### src/rtl/cmp_sort_ctrl_if.sv
// cmp_sort_ctrl_if: stream bundle for the sorter.
//   Input side : in_valid/in_ready/in_data   (producer -> sorter)
//   Output side: out_valid/out_ready/out_data/out_last (sorter -> consumer)
//   slave  modport: the sorter's view
//   master modport: the producer/consumer (testbench) view
interface cmp_sort_ctrl_if #(
    parameter int WIDTH = 4
);
    logic             in_valid;
    logic             in_ready;
    logic [WIDTH-1:0] in_data;
    logic             out_valid;
    logic             out_ready;
    logic [WIDTH-1:0] out_data;
    logic             out_last;

    modport slave (
        input  in_valid, in_data, out_ready,
        output in_ready, out_valid, out_data, out_last
    );

    modport master (
        output in_valid, in_data, out_ready,
        input  in_ready, out_valid, out_data, out_last
    );
endinterface

### src/rtl/cmp_sort_ctrl.sv
// simple_comparator: unsigned 4-bit magnitude comparator, one-hot result.
//   a, b       : operands
//   a_greater  : a > b
//   a_equal    : a == b
//   a_less     : a < b
module simple_comparator (
    input  logic [3:0] a,
    input  logic [3:0] b,
    output logic       a_greater,
    output logic       a_equal,
    output logic       a_less
);
    assign a_greater = (a > b);
    assign a_equal   = (a == b);
    assign a_less    = (a < b);
endmodule

// cmp_sort_ctrl: loads DEPTH words, bubble-sorts them in place through one
// shared comparator (one compare per cycle, early exit on a swap-free pass),
// then streams them out smallest first.
//   clk, rst_n : clock, async active-low reset (aborts any burst in flight)
//   bus        : slave side of cmp_sort_ctrl_if (input and output streams)
//   busy       : high while sorting or streaming out
//   swap_count : swaps made for the current burst, held until the next burst
// WIDTH must stay 4 to match the comparator; DEPTH may be 2..16.
module cmp_sort_ctrl #(
    parameter int DEPTH = 4,
    parameter int WIDTH = 4
) (
    input  logic               clk,
    input  logic               rst_n,
    cmp_sort_ctrl_if.slave     bus,
    output logic               busy,
    output logic [7:0]         swap_count
);
    localparam int IDXW = (DEPTH > 2) ? $clog2(DEPTH) : 1;
    localparam logic [IDXW-1:0] LAST_IDX = IDXW'(DEPTH - 1);
    localparam logic [IDXW-1:0] LAST_J   = IDXW'(DEPTH - 2);

    typedef enum logic [1:0] {LOAD, SORT, OUT} state_t;

    state_t            state, state_nxt;
    logic [WIDTH-1:0]  mem [DEPTH];
    logic [IDXW-1:0]   wr_idx, rd_idx, j, pass;
    logic [IDXW-1:0]   j_nxt;
    logic              swapped;
    logic [WIDTH-1:0]  cmp_a, cmp_b;
    logic              a_gt, a_eq, a_lt;
    logic              do_swap;
    logic              pass_end, sort_done;
    logic              in_fire, out_fire;

    assign j_nxt = j + 1'b1;
    assign cmp_a = mem[j];
    assign cmp_b = mem[j_nxt];

    simple_comparator u_cmp (
        .a         (cmp_a),
        .b         (cmp_b),
        .a_greater (a_gt),
        .a_equal   (a_eq),
        .a_less    (a_lt)
    );

    // Only a strict "greater" swaps, so equal keys keep their order. The
    // result is one-hot; qualifying with the other two flags keeps an
    // inconsistent compare from ever reordering the array.
    assign do_swap   = (state == SORT) && a_gt && !(a_eq || a_lt);
    assign pass_end  = (j == LAST_J);
    // This cycle's swap counts toward "the pass swapped".
    assign sort_done = pass_end && (!(swapped || do_swap) || (pass == LAST_J));

    assign in_fire  = (state == LOAD) && bus.in_valid;
    assign out_fire = (state == OUT)  && bus.out_ready;

    always_ff @(posedge clk or negedge rst_n) begin
        if (!rst_n) state <= LOAD;
        else        state <= state_nxt;
    end

    always_comb begin
        state_nxt     = state;
        bus.in_ready  = 1'b0;
        bus.out_valid = 1'b0;
        bus.out_data  = '0;
        bus.out_last  = 1'b0;
        busy          = 1'b0;
        case (state)
            LOAD: begin
                bus.in_ready = 1'b1;
                if (bus.in_valid && (wr_idx == LAST_IDX)) state_nxt = SORT;
            end
            SORT: begin
                busy = 1'b1;
                if (sort_done) state_nxt = OUT;
            end
            OUT: begin
                busy          = 1'b1;
                bus.out_valid = 1'b1;
                bus.out_data  = mem[rd_idx];
                bus.out_last  = (rd_idx == LAST_IDX);
                if (bus.out_ready && (rd_idx == LAST_IDX)) state_nxt = LOAD;
            end
            default: state_nxt = LOAD;
        endcase
    end

    always_ff @(posedge clk or negedge rst_n) begin
        if (!rst_n) begin
            for (int i = 0; i < DEPTH; i++) mem[i] <= '0;
            wr_idx     <= '0;
            rd_idx     <= '0;
            j          <= '0;
            pass       <= '0;
            swapped    <= 1'b0;
            swap_count <= '0;
        end else begin
            if (in_fire) begin
                mem[wr_idx] <= bus.in_data;
                if (wr_idx == LAST_IDX) begin
                    wr_idx     <= '0;
                    swap_count <= '0;
                    j          <= '0;
                    pass       <= '0;
                    swapped    <= 1'b0;
                end else begin
                    wr_idx <= wr_idx + 1'b1;
                end
            end

            if (state == SORT) begin
                if (do_swap) begin
                    mem[j]     <= cmp_b;
                    mem[j_nxt] <= cmp_a;
                    swap_count <= swap_count + 8'd1;
                end
                if (pass_end) begin
                    j       <= '0;
                    swapped <= 1'b0;
                    if (sort_done) rd_idx <= '0;
                    else           pass   <= pass + 1'b1;
                end else begin
                    j       <= j_nxt;
                    swapped <= swapped || do_swap;
                end
            end

            if (out_fire) begin
                rd_idx <= (rd_idx == LAST_IDX) ? '0 : rd_idx + 1'b1;
            end
        end
    end
endmodule
### src/flat_wrapper.sv
// flat-port wrapper written by rule: the top's interface ports become plain ports
module cmp_sort_ctrl_flat 
#(
    parameter int DEPTH = 4,
    parameter int WIDTH = 4
)
  (clk, rst_n, busy, swap_count, bus_in_valid, bus_in_data, bus_out_ready, bus_in_ready, bus_out_valid, bus_out_data, bus_out_last);
  cmp_sort_ctrl_if #(.WIDTH(WIDTH)) bus_i ();
  input  logic clk;
  input  logic rst_n;
  output logic busy;
  output logic [7:0] swap_count;
  input wire logic [$bits(bus_i.in_valid)-1:0] bus_in_valid;
  input wire logic [$bits(bus_i.in_data)-1:0] bus_in_data;
  input wire logic [$bits(bus_i.out_ready)-1:0] bus_out_ready;
  output wire logic [$bits(bus_i.in_ready)-1:0] bus_in_ready;
  output wire logic [$bits(bus_i.out_valid)-1:0] bus_out_valid;
  output wire logic [$bits(bus_i.out_data)-1:0] bus_out_data;
  output wire logic [$bits(bus_i.out_last)-1:0] bus_out_last;
  assign bus_i.in_valid = bus_in_valid;
  assign bus_i.in_data = bus_in_data;
  assign bus_i.out_ready = bus_out_ready;
  assign bus_in_ready = bus_i.in_ready;
  assign bus_out_valid = bus_i.out_valid;
  assign bus_out_data = bus_i.out_data;
  assign bus_out_last = bus_i.out_last;
  cmp_sort_ctrl #(.DEPTH(DEPTH), .WIDTH(WIDTH)) u_core (.clk(clk), .rst_n(rst_n), .bus(bus_i), .busy(busy), .swap_count(swap_count));
endmodule
### config.mk
export PLATFORM = sky130hd
export DESIGN_NAME = cmp_sort_ctrl_flat
export DESIGN_NICKNAME = d
export VERILOG_FILES = /design/src/rtl/cmp_sort_ctrl_if.sv /design/src/rtl/cmp_sort_ctrl.sv /design/src/flat_wrapper.sv
export SDC_FILE = /design/constraint.sdc
export NUM_CORES = 1
export LEC_CHECK = 0
export ABC_CLOCK_PERIOD_IN_PS = 5100
export CAP_MARGIN = 20
export CORE_MARGIN = 5
export CORE_UTILIZATION = 62
export CTS_CLUSTER_SIZE = 24
export DETAILED_ROUTE_END_ITERATION = 8
export GPL_TIMING_DRIVEN = 0
export PLACE_DENSITY = 0.95
export SLEW_MARGIN = 10
export SYNTH_ARGS = -nofsm -noshare
export SYNTH_HDL_FRONTEND = slang
export SYNTH_SLANG_ARGS = --single-unit
### constraint.sdc
create_clock -name clk -period 5.1 [get_ports clk]
set_input_delay 1.275 -clock clk [delete_from_list [all_inputs] [get_ports clk]]
set_output_delay 1.275 -clock clk [all_outputs]
set_load 0.1 [all_outputs]
# == Word-level counts from Yosys, hierarchy flattened ==
# Index checks and enable logic that the tools add are counted.
# word_totals
register_bits,35
output_inout_bits,16
# classes
addsub,5
order_cmp,9
eq_ne,10
muxes,53
n_bitwise,4
n_reduce_logical,25
# op_table
operator,n
bitwise mux 16 bit,3
two-way mux 16 bit,3
two-way mux 4 bit,10
two-way mux 2 bit,18
two-way mux 8 bit,4
binary-select mux 4 bit (select 2 bit),3
demux 4 bit (select 2 bit),3
>= comparator 3 bit (second input constant),4
inverter 2 -> 3 bit,4
== test 2 bit (second input constant),5
logical AND 1 bit,10
nonzero test 2 bit,5
< comparator 3 x 1 -> 1 bit (second input constant),3
adder 2 x 1 -> 2 bit (second input constant),4
adder 8 x 1 -> 8 bit (second input constant),1
two-way mux 1 bit,8
case mux 2 bit (3 select lines),1
AND reduction 3 bit,2
== test 4 bit,1
> comparator 4 bit,1
< comparator 4 bit,1
inequality test 2 bit (second input constant),2
logical OR 1 bit,3
== test 2 x 1 -> 1 bit (second input constant),1
other kinds (5),6

# == Logic depth before layout (Yosys ltp) ==
# Gate-level depths: netlist of run 1.
# logic_depth
ltp_word,17
ltp_mapped,13
mapped_depth_nobuf,10

# == Cells and area by module ==
# Synthesis of run 1 repeated with hierarchy kept, for this count alone.
# hier_totals
hier_cells,253
area_unflattened_um2,2565.0
# modules_own_cells
mod,n_inst,cells_each,area_each_um2
cmp_sort_ctrl,1,237,2436.1
simple_comparator,1,16,128.9

# == Least setup slack after synthesis of run 1 ==
# Ideal clock, no wire load.
# synth_path
path_kind,reg2out
startpoint,register u_core.state[0]
endpoint,output bus_out_data[0]
arrival_time_ps,2227
required_ps,3825
path_slack_ps,1598
stages_incl_launch_ff,4
n_path_buf,0
path_cell_list,dfrtp_1 -> inv_1 -> ha_1 -> and2_1
# synth_between
elab_chain_len,2
# synth_rtl
element,line_no,rtl
from (decl),cmp_sort_ctrl.sv:42,"state_t state, state_nxt;"
from (signal assigned),cmp_sort_ctrl.sv:78,else state <= state_nxt;
== test 2 bit,cmp_sort_ctrl.sv:88,case (state)
two-way mux 4 bit,cmp_sort_ctrl.sv:88,
to (decl),flat_wrapper.sv:18,output wire logic [$bits(bus_i.out_data)-1:0] bus_out_data;
# No other way between the ends.

# == Worst setup path after layout of run 1 ==
# layout_path
startpoint,register u_core.rd_idx[0]
endpoint,output bus_out_data[2]
# layout_between
elab_chain_len,5
# layout_rtl
element,line_no,rtl
from (decl),cmp_sort_ctrl.sv:44,"logic [IDXW-1:0] wr_idx, rd_idx, j, pass;"
from (signal assigned),cmp_sort_ctrl.sv:149,rd_idx <= (rd_idx == LAST_IDX) ? '0 : rd_idx + 1'b1;
inverter 2 -> 3 bit (not written as such),cmp_sort_ctrl.sv:100,bus.out_data = mem[rd_idx];
binary-select mux 4 bit (select 2 bit),cmp_sort_ctrl.sv:100,
two-way mux 4 bit (not written as such) (2 in a row),cmp_sort_ctrl.sv:100,
two-way mux 4 bit,cmp_sort_ctrl.sv:88,
# No other way between the ends. The select of a mux whose other input is x is not followed.

==> metrics.txt, run 1 <==
clk buf depth=2; Final Hold Vio Count=0; Gate Count Post-Synth=269; total track usage=0.263; CP arrival=2720 ps; grt ovf=0; WP depth=4; post-synthesis mux area share=0.192; Least-Margin Pin Slew=987 ps; P&R area growth vs syn=13.7%; WL final=6.71 mm; main combinational cell family by area after synthesis=simple AND/OR/NAND/NOR gates; Worst Setup SP=u_core.rd_idx[0]; xor/xnor share of the synthesized area=0.00332; CTS Sinks=35; sequential fraction of the synthesis area=0.332; top post-synthesis cells by area=dfrtp_1, ha_1, mux2_2, mux4_2, mux4_1; critical path type=reg2out; hold_ws=484 ps; Initial Util=0.650; reg2reg path depth=12; via count=2324; die area=5660 um^2; Resize count post-CTS=0; r2r startpoint=u_core.j[1]; Tmin final=3990 ps; Yosys reg bits=35; Core ar.=4060 um^2; setup repair after global routing missed its margin=false; Yosys Warn Count=0; outcome=finished, final reports clean; ys flop type=dfrtp_1; Post-Synth Simple-Gate Area=0.193; Synth Area in Compound Gates=0.135; setup_tns=0 ps; crit path launch type=register; PortBufs=23; first-pass GRT wire length=11.1 mm; hold depth=1; die width=75.2 um; Avg Inst Size Synth=9.81 um^2; post-CTS setup buffers=0; post-route clock skew=4.69 ps; residual DRC count=0; Final setup viols=0; slowest stage cell, crit path=clkdlybuf4s50_1; H-tree depth=2; WP data required=3830 ps; Netlist Area Pre-Place=2640 um^2; largest net degree at the start of global routing=36; CP max FO=6; GPL Wtd Cong=0.925; FF-to-FF setup slack=1550 ps; number of global-route vias before repair=2426; number of flops mapped to enable cells by yosys=0; Vias/cell=6.68; cell chain of the critical path=clkbuf_1 > mux4_2 > and2_1 > clkdlybuf4s50_1; TritonCTS Buffers=5; Post-Synth Adder-Cell Area=0.0948; DRT iter0 DRCs=164; final worst-path cycle share=0.783; Final nets=327; Hold Path End=u_core.pass[0]; Rows=23; count of cell types in the netlist=38; CTS clk-pin slew, worst paths=70 ps; share of layout cells above drive strength 1=0.138; worst flop-to-flop path endpoint=u_core.mem[10]; Crit. End Element=output port; Max Transition Viols Final=0; f_max=250 MHz; hold path start=u_core.pass[0]; n_diodes=0; CTS Root Cell=clkbuf_8; Buf/Inv on CP=2; Finished Cell Area=3000 um^2; initial antenna violation count=0; most numerous cell in the Yosys netlist=dfrtp_1; leading area contributor after synthesis=dfrtp_1; die height=75.2 um; Post-Layout Cell Count=348; Skew-Pair Late Insertion Delay=290 ps; Post-DP HPWL=4.96 mm; Mapped Nets=297; io pins=24; DR WL/cell=19.3 um; dpl cell area=2930 um^2; antenna-violating nets left=0; Hold-fix buffers, CTS=0; CTS tree=yes; Yosys top cell area share=0.332; Hold Crit Class=reg2reg; headroom to the max-slew limit=0.340; commonest cells in the synthesized netlist=dfrtp_1, nand2_1, nor3_1, ha_1, nor2_1; delay-heaviest family, CP=buffers and inverters; DP Cell Count=342; ys async rst share=1.00; max cap viols=0; drt first pass iters=4; max incr delay on CP=960 ps
metal layers:
| layer | GRT usage | wire length, um | vias up |
|---|---|---|---|
| li1 | - | - | 1060 |
| met1 | 0.313 | 2580 | 1105 |
| met2 | 0.443 | 3290 | 134 |
| met3 | 0.0614 | 598 | 25 |
| met4 | 0.136 | 238 | 0 |
| met5 | 0 | 0 | - |
sequential cells by signal (all words and copies together), names as in the netlist:
name / count
u_core.state: 2
u_core.pass: 2
u_core.mem: 16
u_core.rd_idx: 2
u_core.swap_count: 8
u_core.j: 2
u_core.wr_idx: 2
u_core.swapped: 1
cells in the final DEF, fill, tap and decap left out, types with 4 or more instances in the layout:
cell type,Yosys,routed
nand3_1,14,14
ha_1,20,20
nor3_1,24,24
and2_1,6,6
clkdlybuf4s50_1,0,22
mux4_1,5,5
o21ai_0,4,4
and3_1,5,5
buf_2,6,7
mux2i_1,6,6
clkbuf_1,4,5
dfrtp_1,35,35
a211o_1,5,5
nand2_1,29,29
clkbuf_8,0,5
a211oi_1,4,4
nor2_1,17,17
mux4_2,7,7
mux2_2,14,14
inv_1,16,16
o32ai_1,12,12
how the worst max path moves through the flow:
stage / slack, ps / end
floorplan: 1600 / bus_out_data[0]
detailed placement: 1400 / bus_out_data[0]
CTS: 1080 / bus_out_data[0]
global route: 980 / bus_out_data[3]
global placement: 1430 / bus_out_data[1]
finish: 1110 / bus_out_data[2]
cell families after synthesis:
kind of cell | Yosys count
AO/OA/AOI/OAI | 45
XOR/XNOR | 1
adder cells (fa/ha/maj) | 20
buffers and inverters | 29
flip-flops | 35
multiplexers | 32
AND/OR/NAND/NOR | 107
cell type report:
type                            count  area (um^2)
Clock buffer                        6         72.6
Multi-Input combinational cell    205         1630
Tap cell                           50         62.6
Fill cell                         295         1060
Inverter                           16         60.1
Timing Repair Buffer               23          225
Sequential cell                    35          876
Buffer                             13         71.3
metrics by stage:
| step | utilization | setup slack [ps] |
|---|---|---|
| finish | 0.739 | 1110 |
| global route | 0.739 | 976 |
| CTS | 0.739 | 1080 |
| detailed placement | 0.721 | 1400 |
| global placement | 0.722 | 1430 |
| floorplan | - | 1600 |
Power of run 1 is left out: the tool's default activity adds up to more than one toggle a clock period on the data nets, which glitch-free logic cannot reach.
==> inputs of run 2 (changes only) <==
--- a/config.mk
+++ b/config.mk
@@ -5,14 +5,14 @@
 export SDC_FILE = /design/constraint.sdc
 export NUM_CORES = 1
 export LEC_CHECK = 0
-export ABC_CLOCK_PERIOD_IN_PS = 5100
+export ABC_CLOCK_PERIOD_IN_PS = 3350
 export CAP_MARGIN = 20
 export CORE_MARGIN = 5
-export CORE_UTILIZATION = 62
+export CORE_UTILIZATION = 52
 export CTS_CLUSTER_SIZE = 24
 export DETAILED_ROUTE_END_ITERATION = 8
 export GPL_TIMING_DRIVEN = 0
-export PLACE_DENSITY = 0.95
+export PLACE_DENSITY = 0.87
 export SLEW_MARGIN = 10
 export SYNTH_ARGS = -nofsm -noshare
 export SYNTH_HDL_FRONTEND = slang
==> constraint.sdc (replaced) <==
create_clock -name clk -period 3.35 [get_ports clk]
set_input_delay 0.8375 -clock clk [delete_from_list [all_inputs] [get_ports clk]]
set_output_delay 0.8375 -clock clk [all_outputs]
set_load 0.1 [all_outputs]
==> metrics.txt, run 2 (synthesized netlist as in run 1, its figures left out) <==
Core ar.=5010 um^2; Final nets=329; CTS Root Cell=clkbuf_8; headroom to the max-slew limit=0.351; CP arrival=2420 ps; H-tree depth=2; CTS clk-pin slew, worst paths=70 ps; TritonCTS Buffers=5; die height=81.2 um; Post-Layout Cell Count=370; n_diodes=0; Hold-fix buffers, CTS=0; dpl cell area=2970 um^2; CTS Sinks=35; Skew-Pair Late Insertion Delay=300 ps; Largest register FFs=16; first-pass GRT wire length=11.9 mm; CP max FO=9; DR WL/cell=19.6 um; FF+latch area=877 um^2; max cap viols=0; die width=81.2 um; slack of the critical path=88.8 ps; crit path launch type=register; via count=2373; Finished Cell Area=3070 um^2; die area=6600 um^2; residual DRC count=0; outcome=finished, final reports clean; drt first pass iters=5; PortBufs=23; WP data required=2510 ps; footprint of the multi-input gates=1650 um^2; post-route clock skew=13.6 ps; WL final=7.25 mm; Rows=26; io pins=24; Vias/cell=6.41; Tmin final=3260 ps; Least-Margin Pin Slew=970 ps; setup_tns=0 ps; final worst-path cycle share=0.973; DP Cell Count=363; post-placement setup slack=-223 ps; Final setup viols=0; DRT iter0 DRCs=306; f_max=307 MHz; Max Transition Viols Final=0; Largest regs=u_core.mem x16, u_core.swap_count x8; grt ovf=0; CTS tree=yes; largest net degree at the start of global routing=24; P&R area growth vs syn=16.2%; Final Hold Vio Count=0; initial antenna violation count=0; most frequent cells in the layout=dfrtp_1, nand2_1, nor3_1, ha_1; Fill cells=443; Post-DP HPWL=5.22 mm; critical path type=reg2out; Crit. End Element=output port; most common cell after layout, fill and taps aside=dfrtp_1; Initial Util=0.527; register bank with the most flops=u_core.mem; Hold Crit Class=in2async; total track usage=0.243; number of global-route vias before repair=2365; share of layout cells above drive strength 1=0.167; antenna-violating nets left=0; GPL Wtd Cong=0.982; clk buf depth=2
## run 2: repair_timing
action                     CTS  global route
setup endpoints to repair   30            13
pin swaps                    0             1
buffers inserted             0             1
resized for setup           13             2
## run 2: area by class of cell
cell class	count	area share
clock buffers	6	0.0237
multi-input cells	205	0.538
repair buffers	25	0.0804
flip-flops and latches	35	0.286
well taps	70	0.0286
inverters	16	0.0196
plain buffers	13	0.0241
## run 2: critical path: stages (launching register included)
cell	delay (ps)
dfrtp_1	430
inv_1	100
ha_1	390
clkdlybuf4s50_1	1210
## run 2: path summary, 6_finish.rpt
kind / start / to / slack (ps) / cells after the start
min: rst_n / u_core.state[1] / 430 / 1
max in group asynchronous: rst_n / u_core.mem[11] / 2470 / 2
max: u_core.state[0] / bus_out_valid / 90 / 3
min reg2reg: u_core.pass[0] / u_core.pass[0] / 490 / 1
min in group clk: u_core.pass[0] / u_core.pass[0] / 490 / 1
max reg2reg: u_core.j[0] / u_core.mem[7] / 160 / 13
## run 2: metal layers
layer	GRT usage	wire (um)	up-vias
met5	0	0	-
met4	0.117	275	0
met3	0.0443	513	28
met2	0.397	3420	131
met1	0.310	3040	1151
li1	-	-	1063
## run 2: per-stage QoR
| stage | hold slack, ps | utilization |
|---|---|---|
| after floorplan | 445 | - |
| after global placement | 469 | 0.590 |
| after detailed placement | 479 | 0.593 |
| after CTS | 447 | 0.608 |
| after global routing | 469 | 0.612 |
| final | 434 | 0.612 |
Power of run 2 is left out for the same reason.
==> inputs of run 3 (changes only) <==
--- a/config.mk
+++ b/config.mk
@@ -6,7 +6,7 @@
 export NUM_CORES = 1
 export LEC_CHECK = 0
 export ABC_CLOCK_PERIOD_IN_PS = 3350
-export CAP_MARGIN = 20
+export CAP_MARGIN = 5
 export CORE_MARGIN = 5
 export CORE_UTILIZATION = 52
 export CTS_CLUSTER_SIZE = 24
==> results of run 3 <==
Same layout as run 2: the final DEF is identical, and so are final timing and power.
Power of run 3 is left out for the same reason.
